**src/rtl/if_stage_if.sv**
```systemverilog
`default_nettype none
// ============================================================================
// Module      : if_stage_if
// Description : Signal bundle between the instruction-fetch stage and its
//               neighbours. The bundle carries the hazard and redirect
//               controls from decode and CP0, the instruction-memory
//               address/data pair, and the IF/ID pipeline register outputs.
//               master : the fetch stage (drives IMAddr and the IF/ID outputs)
//               slave  : the surrounding pipeline and memory
// Revision    : 1.0  initial release
// ============================================================================
interface if_stage_if;
    // Controls and targets from decode, hazard unit and CP0
    logic        Stall;
    logic        branch;
    logic        jump;
    logic [31:0] branch_addr32;
    logic [31:0] jump_addr32;
    logic        IsBJ_ID;
    logic        ErrSignal;
    logic        eretEn;
    logic [31:0] EPCData;
    // Instruction memory
    logic [31:0] IMData;
    logic [31:0] IMAddr;
    // IF/ID pipeline register
    logic [31:0] Instr_IF_to_ID;
    logic [31:0] PC_IF_to_ID;
    logic [31:0] PC_4_IF_to_ID;
    logic [4:0]  ErrStat_IF_to_ID;
    logic        Err_IF_to_ID;
    logic        BD_IF_to_ID;

    modport master (
        input  Stall, branch, jump, branch_addr32, jump_addr32, IsBJ_ID,
               ErrSignal, eretEn, EPCData, IMData,
        output IMAddr, Instr_IF_to_ID, PC_IF_to_ID, PC_4_IF_to_ID,
               ErrStat_IF_to_ID, Err_IF_to_ID, BD_IF_to_ID
    );

    modport slave (
        output Stall, branch, jump, branch_addr32, jump_addr32, IsBJ_ID,
               ErrSignal, eretEn, EPCData, IMData,
        input  IMAddr, Instr_IF_to_ID, PC_IF_to_ID, PC_4_IF_to_ID,
               ErrStat_IF_to_ID, Err_IF_to_ID, BD_IF_to_ID
    );
endinterface
`default_nettype wire

```
**src/rtl/if_stage.sv**
```systemverilog
`default_nettype none
// ============================================================================
// Module      : if_stage
// Description : Instruction-fetch stage of the 5-stage MIPS pipeline.
//               Holds the PC, selects the next PC (reset, exception entry,
//               eret return, stall hold, branch, jump, sequential), drives
//               the instruction-memory address, flags fetch address errors
//               (AdEL) and loads the IF/ID pipeline register.
// Ports       : clk    - clock
//               reset  - synchronous active-high reset
//               bus    - if_stage_if.master: redirect/stall controls in,
//                        IMData in, IMAddr and IF/ID register contents out
// Revision    : 1.0  initial release
// ============================================================================
module if_stage #(
    parameter logic [31:0] RESET_PC   = 32'h0000_3000,
    parameter logic [31:0] HANDLER_PC = 32'h0000_4180,
    parameter logic [31:0] IM_BASE    = 32'h0000_3000,
    parameter logic [31:0] IM_END     = 32'h0000_6FFC,
    parameter logic [4:0]  EXC_ADEL   = 5'd4,
    parameter logic [4:0]  EXC_NONE   = 5'd31
) (
    input  wire logic     clk,
    input  wire logic     reset,
    if_stage_if.master    bus
);

    logic [31:0] r_pc;
    logic [31:0] w_pc_plus4;
    logic        w_adel;
    logic [31:0] w_fetch_instr;

    logic [31:0] r_instr;
    logic [31:0] r_pc_id;
    logic [31:0] r_pc4_id;
    logic [4:0]  r_errstat;
    logic        r_err;
    logic        r_bd;

    assign w_pc_plus4 = r_pc + 32'd4;

    // An illegal fetch address turns the slot into a nop carrying an AdEL
    // status; the memory word at that address is never consumed.
    assign w_adel        = (r_pc[1:0] != 2'b00) || (r_pc < IM_BASE) || (r_pc > IM_END);
    assign w_fetch_instr = w_adel ? 32'h0000_0000 : bus.IMData;

    // PC register. Exception entry and eret outrank the stall so a flush is
    // never lost behind a hazard; a stalled branch is re-presented by decode.
    always_ff @(posedge clk) begin
        if (reset) begin
            r_pc <= RESET_PC;
        end else if (bus.ErrSignal) begin
            r_pc <= HANDLER_PC;
        end else if (bus.eretEn) begin
            r_pc <= bus.EPCData;
        end else if (bus.Stall) begin
            r_pc <= r_pc;
        end else if (bus.branch) begin
            r_pc <= bus.branch_addr32;
        end else if (bus.jump) begin
            r_pc <= bus.jump_addr32;
        end else begin
            r_pc <= w_pc_plus4;
        end
    end

    // IF/ID register. On a redirect the slot being fetched is the delay slot
    // and is captured normally; only exception entry and eret insert a bubble,
    // and that bubble carries the new PC so downstream sees a coherent PC.
    always_ff @(posedge clk) begin
        if (reset) begin
            r_instr   <= 32'h0000_0000;
            r_pc_id   <= RESET_PC;
            r_pc4_id  <= RESET_PC + 32'd4;
            r_errstat <= EXC_NONE;
            r_err     <= 1'b0;
            r_bd      <= 1'b0;
        end else if (bus.ErrSignal) begin
            r_instr   <= 32'h0000_0000;
            r_pc_id   <= HANDLER_PC;
            r_pc4_id  <= HANDLER_PC + 32'd4;
            r_errstat <= EXC_NONE;
            r_err     <= 1'b0;
            r_bd      <= 1'b0;
        end else if (bus.eretEn) begin
            r_instr   <= 32'h0000_0000;
            r_pc_id   <= bus.EPCData;
            r_pc4_id  <= bus.EPCData + 32'd4;
            r_errstat <= EXC_NONE;
            r_err     <= 1'b0;
            r_bd      <= 1'b0;
        end else if (!bus.Stall) begin
            r_instr   <= w_fetch_instr;
            r_pc_id   <= r_pc;
            r_pc4_id  <= w_pc_plus4;
            r_errstat <= w_adel ? EXC_ADEL : EXC_NONE;
            r_err     <= w_adel;
            // The instruction in decode being a branch/jump makes the one
            // being fetched now its delay slot.
            r_bd      <= bus.IsBJ_ID;
        end
    end

    assign bus.IMAddr           = r_pc;
    assign bus.Instr_IF_to_ID   = r_instr;
    assign bus.PC_IF_to_ID      = r_pc_id;
    assign bus.PC_4_IF_to_ID    = r_pc4_id;
    assign bus.ErrStat_IF_to_ID = r_errstat;
    assign bus.Err_IF_to_ID     = r_err;
    assign bus.BD_IF_to_ID      = r_bd;

endmodule
`default_nettype wire

```
**src/flat_wrapper.sv**
```systemverilog
// flat-port wrapper written by rule: the top's interface ports become plain ports
module if_stage_flat 
#(
    parameter logic [31:0] RESET_PC   = 32'h0000_3000,
    parameter logic [31:0] HANDLER_PC = 32'h0000_4180,
    parameter logic [31:0] IM_BASE    = 32'h0000_3000,
    parameter logic [31:0] IM_END     = 32'h0000_6FFC,
    parameter logic [4:0]  EXC_ADEL   = 5'd4,
    parameter logic [4:0]  EXC_NONE   = 5'd31
)
  (clk, reset, bus_Stall, bus_branch, bus_jump, bus_branch_addr32, bus_jump_addr32, bus_IsBJ_ID, bus_ErrSignal, bus_eretEn, bus_EPCData, bus_IMData, bus_IMAddr, bus_Instr_IF_to_ID, bus_PC_IF_to_ID, bus_PC_4_IF_to_ID, bus_ErrStat_IF_to_ID, bus_Err_IF_to_ID, bus_BD_IF_to_ID);
  if_stage_if bus_i ();
  input  wire logic clk;
  input  wire logic reset;
  input wire logic [$bits(bus_i.Stall)-1:0] bus_Stall;
  input wire logic [$bits(bus_i.branch)-1:0] bus_branch;
  input wire logic [$bits(bus_i.jump)-1:0] bus_jump;
  input wire logic [$bits(bus_i.branch_addr32)-1:0] bus_branch_addr32;
  input wire logic [$bits(bus_i.jump_addr32)-1:0] bus_jump_addr32;
  input wire logic [$bits(bus_i.IsBJ_ID)-1:0] bus_IsBJ_ID;
  input wire logic [$bits(bus_i.ErrSignal)-1:0] bus_ErrSignal;
  input wire logic [$bits(bus_i.eretEn)-1:0] bus_eretEn;
  input wire logic [$bits(bus_i.EPCData)-1:0] bus_EPCData;
  input wire logic [$bits(bus_i.IMData)-1:0] bus_IMData;
  output wire logic [$bits(bus_i.IMAddr)-1:0] bus_IMAddr;
  output wire logic [$bits(bus_i.Instr_IF_to_ID)-1:0] bus_Instr_IF_to_ID;
  output wire logic [$bits(bus_i.PC_IF_to_ID)-1:0] bus_PC_IF_to_ID;
  output wire logic [$bits(bus_i.PC_4_IF_to_ID)-1:0] bus_PC_4_IF_to_ID;
  output wire logic [$bits(bus_i.ErrStat_IF_to_ID)-1:0] bus_ErrStat_IF_to_ID;
  output wire logic [$bits(bus_i.Err_IF_to_ID)-1:0] bus_Err_IF_to_ID;
  output wire logic [$bits(bus_i.BD_IF_to_ID)-1:0] bus_BD_IF_to_ID;
  assign bus_i.Stall = bus_Stall;
  assign bus_i.branch = bus_branch;
  assign bus_i.jump = bus_jump;
  assign bus_i.branch_addr32 = bus_branch_addr32;
  assign bus_i.jump_addr32 = bus_jump_addr32;
  assign bus_i.IsBJ_ID = bus_IsBJ_ID;
  assign bus_i.ErrSignal = bus_ErrSignal;
  assign bus_i.eretEn = bus_eretEn;
  assign bus_i.EPCData = bus_EPCData;
  assign bus_i.IMData = bus_IMData;
  assign bus_IMAddr = bus_i.IMAddr;
  assign bus_Instr_IF_to_ID = bus_i.Instr_IF_to_ID;
  assign bus_PC_IF_to_ID = bus_i.PC_IF_to_ID;
  assign bus_PC_4_IF_to_ID = bus_i.PC_4_IF_to_ID;
  assign bus_ErrStat_IF_to_ID = bus_i.ErrStat_IF_to_ID;
  assign bus_Err_IF_to_ID = bus_i.Err_IF_to_ID;
  assign bus_BD_IF_to_ID = bus_i.BD_IF_to_ID;
  if_stage #(.RESET_PC(RESET_PC), .HANDLER_PC(HANDLER_PC), .IM_BASE(IM_BASE), .IM_END(IM_END), .EXC_ADEL(EXC_ADEL), .EXC_NONE(EXC_NONE)) u_core (.clk(clk), .reset(reset), .bus(bus_i));
endmodule
```
**config.mk**
```make
export PLATFORM = sky130hd
export DESIGN_NAME = if_stage_flat
export DESIGN_NICKNAME = d
export VERILOG_FILES = /design/src/rtl/if_stage_if.sv /design/src/rtl/if_stage.sv /design/src/flat_wrapper.sv
export SDC_FILE = /design/constraint.sdc
export NUM_CORES = 1
export LEC_CHECK = 0
export CORE_ASPECT_RATIO = 1.2
export CORE_MARGIN = 10
export CORE_UTILIZATION = 30
export CTS_CLUSTER_DIAMETER = 60
export DETAILED_ROUTE_END_ITERATION = 10
export PLACE_DENSITY_LB_ADDON = 0.08
export SYNTH_ARGS = -nofsm -noshare
export SYNTH_HDL_FRONTEND = slang
export SYNTH_SLANG_ARGS = --single-unit
```
**constraint.sdc**
```tcl
create_clock -name clk -period 2.3 [get_ports clk]
set_input_delay 0.46 -clock clk [delete_from_list [all_inputs] [get_ports clk]]
set_output_delay 0.46 -clock clk [all_outputs]
set_load 0.005 [all_outputs]
```
==> impl_metrics.yaml, run 1 <==
status:
  status: "completed"
detailed_routing:
  drt_pre_antenna_iters: 5
  routed_wire_length_per_instance_um: 22.42
  route.vias.total: 8306
  remaining_drc_errors: 0
  drt-total-wl_mm: 34.39
  vias_per_cell: 5.415
  ant_nets: 0
  dr.first_iter.drc_count: 779
critical_path:
  critPathLaunchType: "flop"
  cp-end-kind: "flop"
  worstPathArrival_ps: 2590
  r2r_setup_slack_ps: 60
  setup.worst_path.start: "u_core.bus.IMAddr[9]"
  required_time_at_the_endpoint_of_the_critical_path_ps: 2650
  worst-r2r-cell-count: 5
  crit-reg2reg-launch: "u_core.bus.IMAddr[9]"
  timing.critical_path.fanout_max: 6
  path_class: "reg2reg"
  worstReg2RegEnd: "u_core.bus.IMAddr[31]"
  setup.worst_path.end: "u_core.bus.IMAddr[31]"
power:
  p_comb_share_pct: 19.6
  p_sw_w: 0.001822
  total_power_w: 0.006417
  swShare_pct: 28.39
  clockPowerShare_pct: 43.1
  pwr_density_cell_mw_per_mm2: 564.2
  power_leakage_nw: 4.154
  peakVddDrop_v: 0.0004497
  cellInternalPower_w: 0.004595
  seqPwrFrac_pct: 37.3
timing:
  slew_violations: 0
  report.final.hold_viol_count: 0
  final_critical_path_setup_slack_ps: 59.46
  finalCritPeriodShare_pct: 97.41
  max_clock_freq_mhz: 446.3
  max_slew.worst_pin.slew_ps: 888.2
  grt_setup_unrepaired: "false"
  worst_clock_skew_ps: 14.41
  period_needed_ps: 2241
  normalized_max_slew_margin_pct: 40.66
  setup_viol: 0
grt:
  grt_pass1_wl_mm: 51.92
  global_route.usage.total_pct: 21.74
  grt_remaining_overflow: 0
  number_of_antenna_violations_at_the_first_check_in_global_routing: 0
  grt_pass1_vias: 8444
  grt_start_max_net_pins: 62
floorplanning:
  pin_count: 271
  die-height_um: 189.2
  core-area_mm2: 0.02335
  placementRows: 61
  initial_core_util_pct: 30.66
  fp.dieW_um: 161.0
  die_area_mm2: 0.03047
clock_tree:
  cts.htree.levels: 4
  clockBufferDepth: 2
  cts-root-buf: "sky130_fd_sc_hd__clkbuf_16"
  cts-buffers-inserted: 17
  clock_sink_count: 129
  worst_skew_pair.late_latency_ps: 420
  tritoncts: "yes"
  clk_pin_slew_ps: 70
  total_setup_buffers_inserted_after_cts: 0
yosys:
  ffs_latches_synth: 129
  post-synth-top-count-cell: "sky130_fd_sc_hd__dfxtp_1"
  netlist.area_leader.share_pct: 36.07
  synth_unique_cells: 64
  postSynth.topFlopCell: "sky130_fd_sc_hd__dfxtp_1"
  synth-edff-count: 0
  synth.yosys.seq_area_share_pct: 36.07
  syn-cell-area_mm2: 0.007161
  postSynth.asyncResetShare_pct: 0
  warnings_from_yosys: 0
  synthDominantAreaCellType: "sky130_fd_sc_hd__dfxtp_1"
  syn-num-nets: 1031
  synth_area_leaders: "sky130_fd_sc_hd__dfxtp_1 36%, sky130_fd_sc_hd__a21oi_1 4.8%, sky130_fd_sc_hd__nor2_1 4.8%"
  netlist_top_cells_count: "129 x sky130_fd_sc_hd__dfxtp_1, 92 x sky130_fd_sc_hd__nor2_1, 69 x sky130_fd_sc_hd__a21oi_1, 61 x sky130_fd_sc_hd__nand2_1, 59 x sky130_fd_sc_hd__o21ai_0"
  syn_area_per_cell_um2: 8.019
  netlist_instances: 893
hold_path:
  hp-start: "u_core.bus.Err_IF_to_ID"
  hp-class: "reg2reg"
placed_design:
  place_worst_setup_slack_ps: -14.81
  place.gp.congestion: 0.9151
  hpwl_mm: 26.57
  placement.io_buffers: 269
finish:
  share_of_layout_cells_above_drive_strength_1_pct: 13.45
  layout-area-overhead-vs-synth_pct: 58.85
  design.final.nets: 1344
  antenna_cells_inserted: 0
  fin_util_pct: 48.70
run:
  drv_cap: 0
## per-stage QoR
| step | area (um2) | instances | setup TNS [ps] | hold slack [ps] |
|---|---|---|---|---|
| 2_1_floorplan | 7161 | 893 | 0 | 461.8 |
| 3_3_place_gp | 10790 | 1502 | 0 | 467.0 |
| 3_5_place_dp | 10790 | 1502 | -14.81 | 470.5 |
| 4_1_cts | 11370 | 1534 | 0 | 481.4 |
| 5_1_grt | 11370 | 1534 | 0 | 494.7 |
| 6_report | 11370 | 1534 | 0 | 479.5 |
## repair_timing
action,4_1_cts,5_1_grt
endpoints found under the setup margin,0,1
hold buffers,0,0
resized for setup,0,1
## routing by layer
layer,vias to the layer above,wire [um],track usage [%]
met1,3990,13940,25.90
met4,0,724,6.307
met5,-,0,0
met2,353,17630,38.28
met3,48,2093,4.622
li1,3915,-,-
## power groups by stage
stage / Sequential (W) / Combinational, W / Clock, W
2_1_floorplan: 0.00244 / 0.000480 / 0
3_3_place_gp: 0.00244 / 0.00125 / 0
3_5_place_dp: 0.00244 / 0.00125 / 0
4_1_cts: 0.00239 / 0.00126 / 0.00281
5_1_grt: 0.00240 / 0.00135 / 0.00291
6_report: 0.00239 / 0.00126 / 0.00277
## critical path: stages, from the launching register on
cell	delay, ps
sky130_fd_sc_hd__dfxtp_1	410
sky130_fd_sc_hd__nand4_4	160
sky130_fd_sc_hd__or4_1	730
sky130_fd_sc_hd__nor3_2	370
sky130_fd_sc_hd__mux2_2	380
sky130_fd_sc_hd__a21oi_1	120
## flip-flops by register name (all words and copies together), names as in the netlist, named ones only
name,cells
u_core.bus.ErrStat_IF_to_ID,1
u_core.bus.IMAddr,30
u_core.bus.PC_4_IF_to_ID,32
u_core.bus.PC_IF_to_ID,30
u_core.bus.BD_IF_to_ID,1
u_core.bus.Err_IF_to_ID,1
u_core.bus.Instr_IF_to_ID,32
## area by class of cell
class | instances | area [um2]
Multi-Input combinational cell | 663 | 4164
Inverter | 15 | 56.30
Clock buffer | 18 | 429.2
Sequential cell | 129 | 2584
Clock inverter | 14 | 153.9
Fill cell | 2324 | 11980
Timing Repair Buffer | 380 | 3593
Tap cell | 315 | 394.1
## cell usage in the layout (no fill, tap or decap), types with 8 or more instances in the layout
cell	instances
sky130_fd_sc_hd__clkbuf_16	17
sky130_fd_sc_hd__mux2_2	9
sky130_fd_sc_hd__dfxtp_1	128
sky130_fd_sc_hd__nor4_1	12
sky130_fd_sc_hd__and4_1	10
sky130_fd_sc_hd__o21a_1	8
sky130_fd_sc_hd__nor3_1	22
sky130_fd_sc_hd__nand2_1	61
sky130_fd_sc_hd__a31oi_1	9
sky130_fd_sc_hd__nand2b_1	13
sky130_fd_sc_hd__a211oi_1	10
sky130_fd_sc_hd__buf_4	106
sky130_fd_sc_hd__clkdlybuf4s50_1	267
sky130_fd_sc_hd__xnor2_1	20
sky130_fd_sc_hd__nand4_1	23
sky130_fd_sc_hd__a21oi_1	69
sky130_fd_sc_hd__nand3_1	21
sky130_fd_sc_hd__a221oi_1	18
sky130_fd_sc_hd__inv_1	14
sky130_fd_sc_hd__xor2_1	25
sky130_fd_sc_hd__and3_1	12
sky130_fd_sc_hd__o22ai_1	11
sky130_fd_sc_hd__a22oi_1	37
sky130_fd_sc_hd__mux2i_1	33
sky130_fd_sc_hd__o21ai_0	59
sky130_fd_sc_hd__nor2_1	92
## cells by family (layout without fill, tap and decap cells)
kind of cell    Yosys count  in the layout  synth area share (%)
xor+xnor                 45             45                 5.504
mux                      42             42                 6.028
flops                   129            129                 36.07
buf+inv                 101            427                 5.854
other cells               1              1               0.05237
fa+ha+maj                 2              2                0.3494
simple gates            295            295                 20.86
compound gates          278            278                 25.28
## worst min path at each step
stage	end	slack, ps	depth (start not counted)
after floorplan	u_core.bus.PC_IF_to_ID[2]	460	2
after global placement	u_core.bus.Err_IF_to_ID	470	2
after detailed placement	u_core.bus.PC_IF_to_ID[2]	470	2
after CTS	u_core.bus.PC_IF_to_ID[2]	480	2
after global routing	u_core.bus.Err_IF_to_ID	490	2
final	u_core.bus.Err_IF_to_ID	480	2
No activity file was read; power rests on OpenSTA's default activity.
==> run 2: changes to the inputs <==
Settings changed: CTS_BUF_LIST set to sky130_fd_sc_hd__clkbuf_16.
==> run 2 against run 1 <==
  * Count of clock-buffer cells in the layout shrank 1
  * Critical path depth unchanged
  * Utilization unchanged
  * Non-clock buffer count did not move
  * Sequential share of layout area did not move
  * Final area unchanged
  * Wire length barely moved
  * Hold slack hardly changed
  * Via count is 0.11% lower
  * Clock power about the same
  * Total power is essentially flat
==> impl_metrics.yaml, run 2 (synthesized netlist as in run 1, its figures left out) <==
floorplanning:
  die_area_mm2: 0.03047
  core-area_mm2: 0.02335
  initial_core_util_pct: 30.66
  pin_count: 271
  placementRows: 61
  fp.dieW_um: 161.0
  die-height_um: 189.2
timing:
  max_clock_freq_mhz: 446.8
  slew_violations: 0
  whs_ps: 479.5
  final.setup.tns_ps: 0
  finalCritPeriodShare_pct: 97.30
  period_needed_ps: 2238
  grt_setup_unrepaired: "false"
  max_slew.worst_pin.slew_ps: 884.5
  setup_viol: 0
  worst_clock_skew_ps: 14.22
  final_critical_path_setup_slack_ps: 62.03
  report.final.hold_viol_count: 0
  normalized_max_slew_margin_pct: 40.91
finish:
  layout-area-overhead-vs-synth_pct: 58.85
  antenna_cells_inserted: 0
  design.final.nets: 1344
  mostFrequentLayoutCells: "267 x sky130_fd_sc_hd__clkdlybuf4s50_1, 128 x sky130_fd_sc_hd__dfxtp_1, 106 x sky130_fd_sc_hd__buf_4, 92 x sky130_fd_sc_hd__nor2_1, 69 x sky130_fd_sc_hd__a21oi_1"
  fillerInstances: 2324
  share_of_layout_cells_above_drive_strength_1_pct: 13.45
  layout.cells.most_common: "sky130_fd_sc_hd__clkdlybuf4s50_1"
  final_cells: 1534
detailed_routing:
  dr.first_iter.drc_count: 779
  route.vias.total: 8297
  drt_pre_antenna_iters: 5
  drt-total-wl_mm: 34.36
  routed_wire_length_per_instance_um: 22.40
  remaining_drc_errors: 0
  ant_nets: 0
  vias_per_cell: 5.409
power:
  seqPwrFrac_pct: 37.3
  peakVddDrop_v: 0.0004440
  cellInternalPower_w: 0.004591
  power_leakage_nw: 4.158
  clockPowerShare_pct: 43.1
  p_sw_w: 0.001820
  total_power_w: 0.006412
  p_comb_share_pct: 19.6
  pwr_density_cell_mw_per_mm2: 563.7
  swShare_pct: 28.39
clock_tree:
  clk_pin_slew_ps: 70
  total_setup_buffers_inserted_after_cts: 0
  tritoncts: "yes"
  cts.htree.levels: 4
  cts-root-buf: "sky130_fd_sc_hd__clkbuf_16"
  clock_sink_count: 129
  cts-buffers-inserted: 17
  cts_hold_buffers: 0
  worst_skew_pair.late_latency_ps: 420
  clockBufferDepth: 2
run:
  drv_cap: 0
critical_path:
  timing.critical_path.fanout_max: 6
  path_class: "reg2reg"
  required_time_at_the_endpoint_of_the_critical_path_ps: 2650
  worstPathArrival_ps: 2580
  r2r_setup_slack_ps: 60
  critPathLaunchType: "flop"
  cp-end-kind: "flop"
placed_design:
  hpwl_mm: 26.57
  place_worst_setup_slack_ps: -14.81
  place_inst: 1502
  placement.io_buffers: 269
  place.gp.congestion: 0.9151
grt:
  grt_remaining_overflow: 0
  number_of_antenna_violations_at_the_first_check_in_global_routing: 0
  grt_start_max_net_pins: 62
  grt_pass1_vias: 8444
  grt_pass1_wl_mm: 51.92
  global_route.usage.total_pct: 21.74
hold_path:
  hp-class: "reg2reg"
status:
  status: "completed"
==> run 2: layer usage <==
metal / GRT usage (%) / vias to the layer above / share of wire, %
met3: 4.622 / 44 / 5.9
met2: 38.28 / 345 / 51
met4: 6.307 / 0 / 2.0
met1: 25.90 / 3994 / 41
met5: 0 / - / 0
li1: - / 3914 / -
==> run 2: worst paths after layout <==
| check | start | endpoint | depth (start not counted) |
|---|---|---|---|
| worst max-delay path | u_core.bus.IMAddr[9] | u_core.bus.IMAddr[31] | 5 |
| worst min register to register | u_core.bus.Err_IF_to_ID | u_core.bus.Err_IF_to_ID | 2 |
| worst min-delay path | u_core.bus.Err_IF_to_ID | u_core.bus.Err_IF_to_ID | 2 |
| worst max register to register | u_core.bus.IMAddr[9] | u_core.bus.IMAddr[31] | 5 |
==> run 2: layout make-up <==
cell class                      instances  area, um2  area share [%]
Timing Repair Buffer                  380       3593           31.59
Clock inverter                         15      157.7           1.386
Sequential cell                       129       2584           22.71
Tap cell                              315      394.1           3.465
Multi-Input combinational cell        663       4164           36.61
Clock buffer                           17      425.4           3.740
Inverter                               15      56.30          0.4950
==> run 2: timing repair <==
item / in CTS / in global routing
gates resized for setup: 0 / 1
hold endpoints to repair: 0 / 0
endpoints found under the setup margin: 0 / 1
==> run 2: power groups by stage <==
stage          logic, W  registers [W]  clock network [W]
6_report        0.00126        0.00239            0.00276
3_5_place_dp    0.00125        0.00244                  0
4_1_cts         0.00126        0.00239            0.00281
3_3_place_gp    0.00125        0.00244                  0
2_1_floorplan  0.000480        0.00244                  0
5_1_grt         0.00135        0.00240            0.00291
==> run 2: per-stage QoR <==
step,instance area [um2],utilization [%]
detailed placement,10790,46.20
global placement,10790,46.20
CTS,11370,48.70
floorplan,7161,-
finish,11370,48.70
global route,11370,48.70
==> run 2: worst max-delay path, cell delays in order (launching register included) <==
cell and delay, ps:
sky130_fd_sc_hd__dfxtp_1 410, sky130_fd_sc_hd__nand4_4 160, sky130_fd_sc_hd__or4_1 730, sky130_fd_sc_hd__nor3_2 370, sky130_fd_sc_hd__mux2_2 380, sky130_fd_sc_hd__a21oi_1 120
==> run 3: changes to the inputs <==
Settings changed: CORE_UTILIZATION 30 to 45.
==> run 3 against run 2 <==
  * Wire length is 10% lower
  * Global-route usage increased by 6.1 points
  * Non-clock buffer count is 3 lower
  * First-iteration DRC count is 9.0% higher
  * Hold slack worse by 12 ps
  * Setup slack improved by 100 ps
  * Die area down 30%
  * Largest cell class unchanged
  * Highest routed layer unchanged
==> impl_metrics.yaml, run 3 (synthesized netlist as in run 1, its figures left out) <==
status:
  status: "completed"
floorplanning:
  fp.dieW_um: 135.2
  initial_core_util_pct: 45.78
  placementRows: 50
  pin_count: 271
  core-area_mm2: 0.01564
  die-height_um: 158.2
  die_area_mm2: 0.02138
grt:
  grt_start_max_net_pins: 44
  global_route.usage.total_pct: 27.85
  groute.layer.met1.usage_pct: 32.59
  globalRoute.busiestLayer: "met2"
  grt_pass1_vias: 8384
  number_of_antenna_violations_at_the_first_check_in_global_routing: 0
  grt_remaining_overflow: 0
  grt_pass1_wl_mm: 47.11
  gr-usage-met2_pct: 46.80
  grt_use_met3_pct: 7.356
timing:
  setup_viol: 0
  finalCritPeriodShare_pct: 92.89
  grt_setup_unrepaired: "false"
  final.setup.tns_ps: 0
  normalized_max_slew_margin_pct: 55.85
  period_needed_ps: 2137
  slew_violations: 0
  max_slew.worst_pin.slew_ps: 656.2
  max_clock_freq_mhz: 468.1
  whs_ps: 467.6
  worst_clock_skew_ps: 10.61
  report.final.hold_viol_count: 0
detailed_routing:
  route.vias.total: 8462
  dr.first_iter.drc_count: 849
  vias_per_cell: 5.947
  drt_pre_antenna_iters: 5
  ant_nets: 0
  routed_wire_length_per_instance_um: 21.64
  drt-total-wl_mm: 30.80
  remaining_drc_errors: 0
critical_path:
  r2r_setup_slack_ps: 160
  cp-end-kind: "flop"
  critPathTopFamily: "simple AND/OR/NAND/NOR gates"
  path_class: "reg2reg"
  critPathLaunchType: "flop"
  path_cells: "nand4_2, or4_4, nor3_2, mux2_2, a21oi_1"
  critical_path.slowest_cell: "sky130_fd_sc_hd__or4_4"
  required_time_at_the_endpoint_of_the_critical_path_ps: 2650
  timing.critical_path.fanout_max: 5
  critical_path.max_stage_delay_ps: 660
  worstPathArrival_ps: 2490
  cp_buf_inv_count: 0
placed_design:
  hpwl_mm: 23.64
  placement.io_buffers: 269
  place_inst: 1392
  place.gp.congestion: 0.9772
  placedInstanceArea_mm2: 0.01063
power:
  power_leakage_nw: 4.121
  pwr_density_cell_mw_per_mm2: 552.1
  total_power_w: 0.006173
  peakVddDrop_v: 0.0003652
clock_tree:
  clk_pin_slew_ps: 60
  tritoncts: "yes"
  total_setup_buffers_inserted_after_cts: 0
  cts_hold_buffers: 0
  worst_skew_pair.late_latency_ps: 430
  cts-root-buf: "sky130_fd_sc_hd__clkbuf_16"
  clock_sink_count: 129
  cts-buffers-inserted: 17
  cts.htree.levels: 4
  clockBufferDepth: 2
  cts_repair_resize_count: 0
finish:
  design.final.nets: 1341
  mostFrequentLayoutCells: "267 x sky130_fd_sc_hd__clkdlybuf4s50_1, 129 x sky130_fd_sc_hd__dfxtp_1, 103 x sky130_fd_sc_hd__buf_4, 92 x sky130_fd_sc_hd__nor2_1, 69 x sky130_fd_sc_hd__a21oi_1"
  share_of_layout_cells_above_drive_strength_1_pct: 13.00
  layout.cells.most_common: "sky130_fd_sc_hd__clkdlybuf4s50_1"
  antenna_cells_inserted: 0
  layout-area-overhead-vs-synth_pct: 56.14
  finish.instance_area_mm2: 0.01118
  final_cells: 1423
run:
  drv_cap: 0
hold_path:
  hp-class: "in2reg"
## run 3: cell types whose count changed in the layout (fill, tap and decap cells not counted)
cell,delta
sky130_fd_sc_hd__clkinv_1,+4
sky130_fd_sc_hd__buf_4,-3
sky130_fd_sc_hd__or4_1,-2
sky130_fd_sc_hd__or4_4,+2
sky130_fd_sc_hd__bufinv_16,-1
sky130_fd_sc_hd__clkinv_4,-1
sky130_fd_sc_hd__clkinvlp_4,-1
sky130_fd_sc_hd__dfxtp_1,+1
sky130_fd_sc_hd__dfxtp_2,-1
sky130_fd_sc_hd__inv_1,-1
sky130_fd_sc_hd__inv_6,-1
## run 3: worst min-delay path: cells and delay by family
family / cells / cell delay, ps
AOI/OAI and AO/OA: 2 / 190
buffers and inverters: 1 / 200
## run 3: worst paths after layout
path         depth (start not counted)                   endpoint                 startpoint
max                                  5      u_core.bus.IMAddr[31]      u_core.bus.IMAddr[14]
min                                  3      u_core.bus.IMAddr[29]                 bus_eretEn
max reg2reg                          5      u_core.bus.IMAddr[31]      u_core.bus.IMAddr[14]
min reg2reg                          2  u_core.bus.PC_IF_to_ID[2]  u_core.bus.PC_IF_to_ID[2]
## run 3: power breakdown
group	internal, W	total [W]	switching, W
sequential	0.00232	0.00239	0.0000681
clock	0.00147	0.00254	0.00107
combinational	0.000657	0.00124	0.000582
total	0.00445	0.00617	0.00172
## run 3: area by class of cell
class                   count  area [um2]
clock inverters            14       113.9
well taps                 208       260.3
multi-input cells         663        4172
clock buffers              17       425.4
fillers                  1312        4459
repair buffers            377        3571
flip-flops and latches    129        2582
inverters                  15       56.30
## run 3: stage by stage
stage	worst slack (ps)	util [%]
after floorplan	196.6	-
after global placement	15.85	67.99
after detailed placement	5.208	67.99
after CTS	67.89	71.44
after global routing	23.44	71.49
final	163.5	71.49
## run 3: layer usage
metal / share of wire, % / up-vias
met1: 38 / 3984
met2: 49 / 476
met3: 9.1 / 80
li1: - / 3922
met4: 3.7 / 0
met5: 0 / -
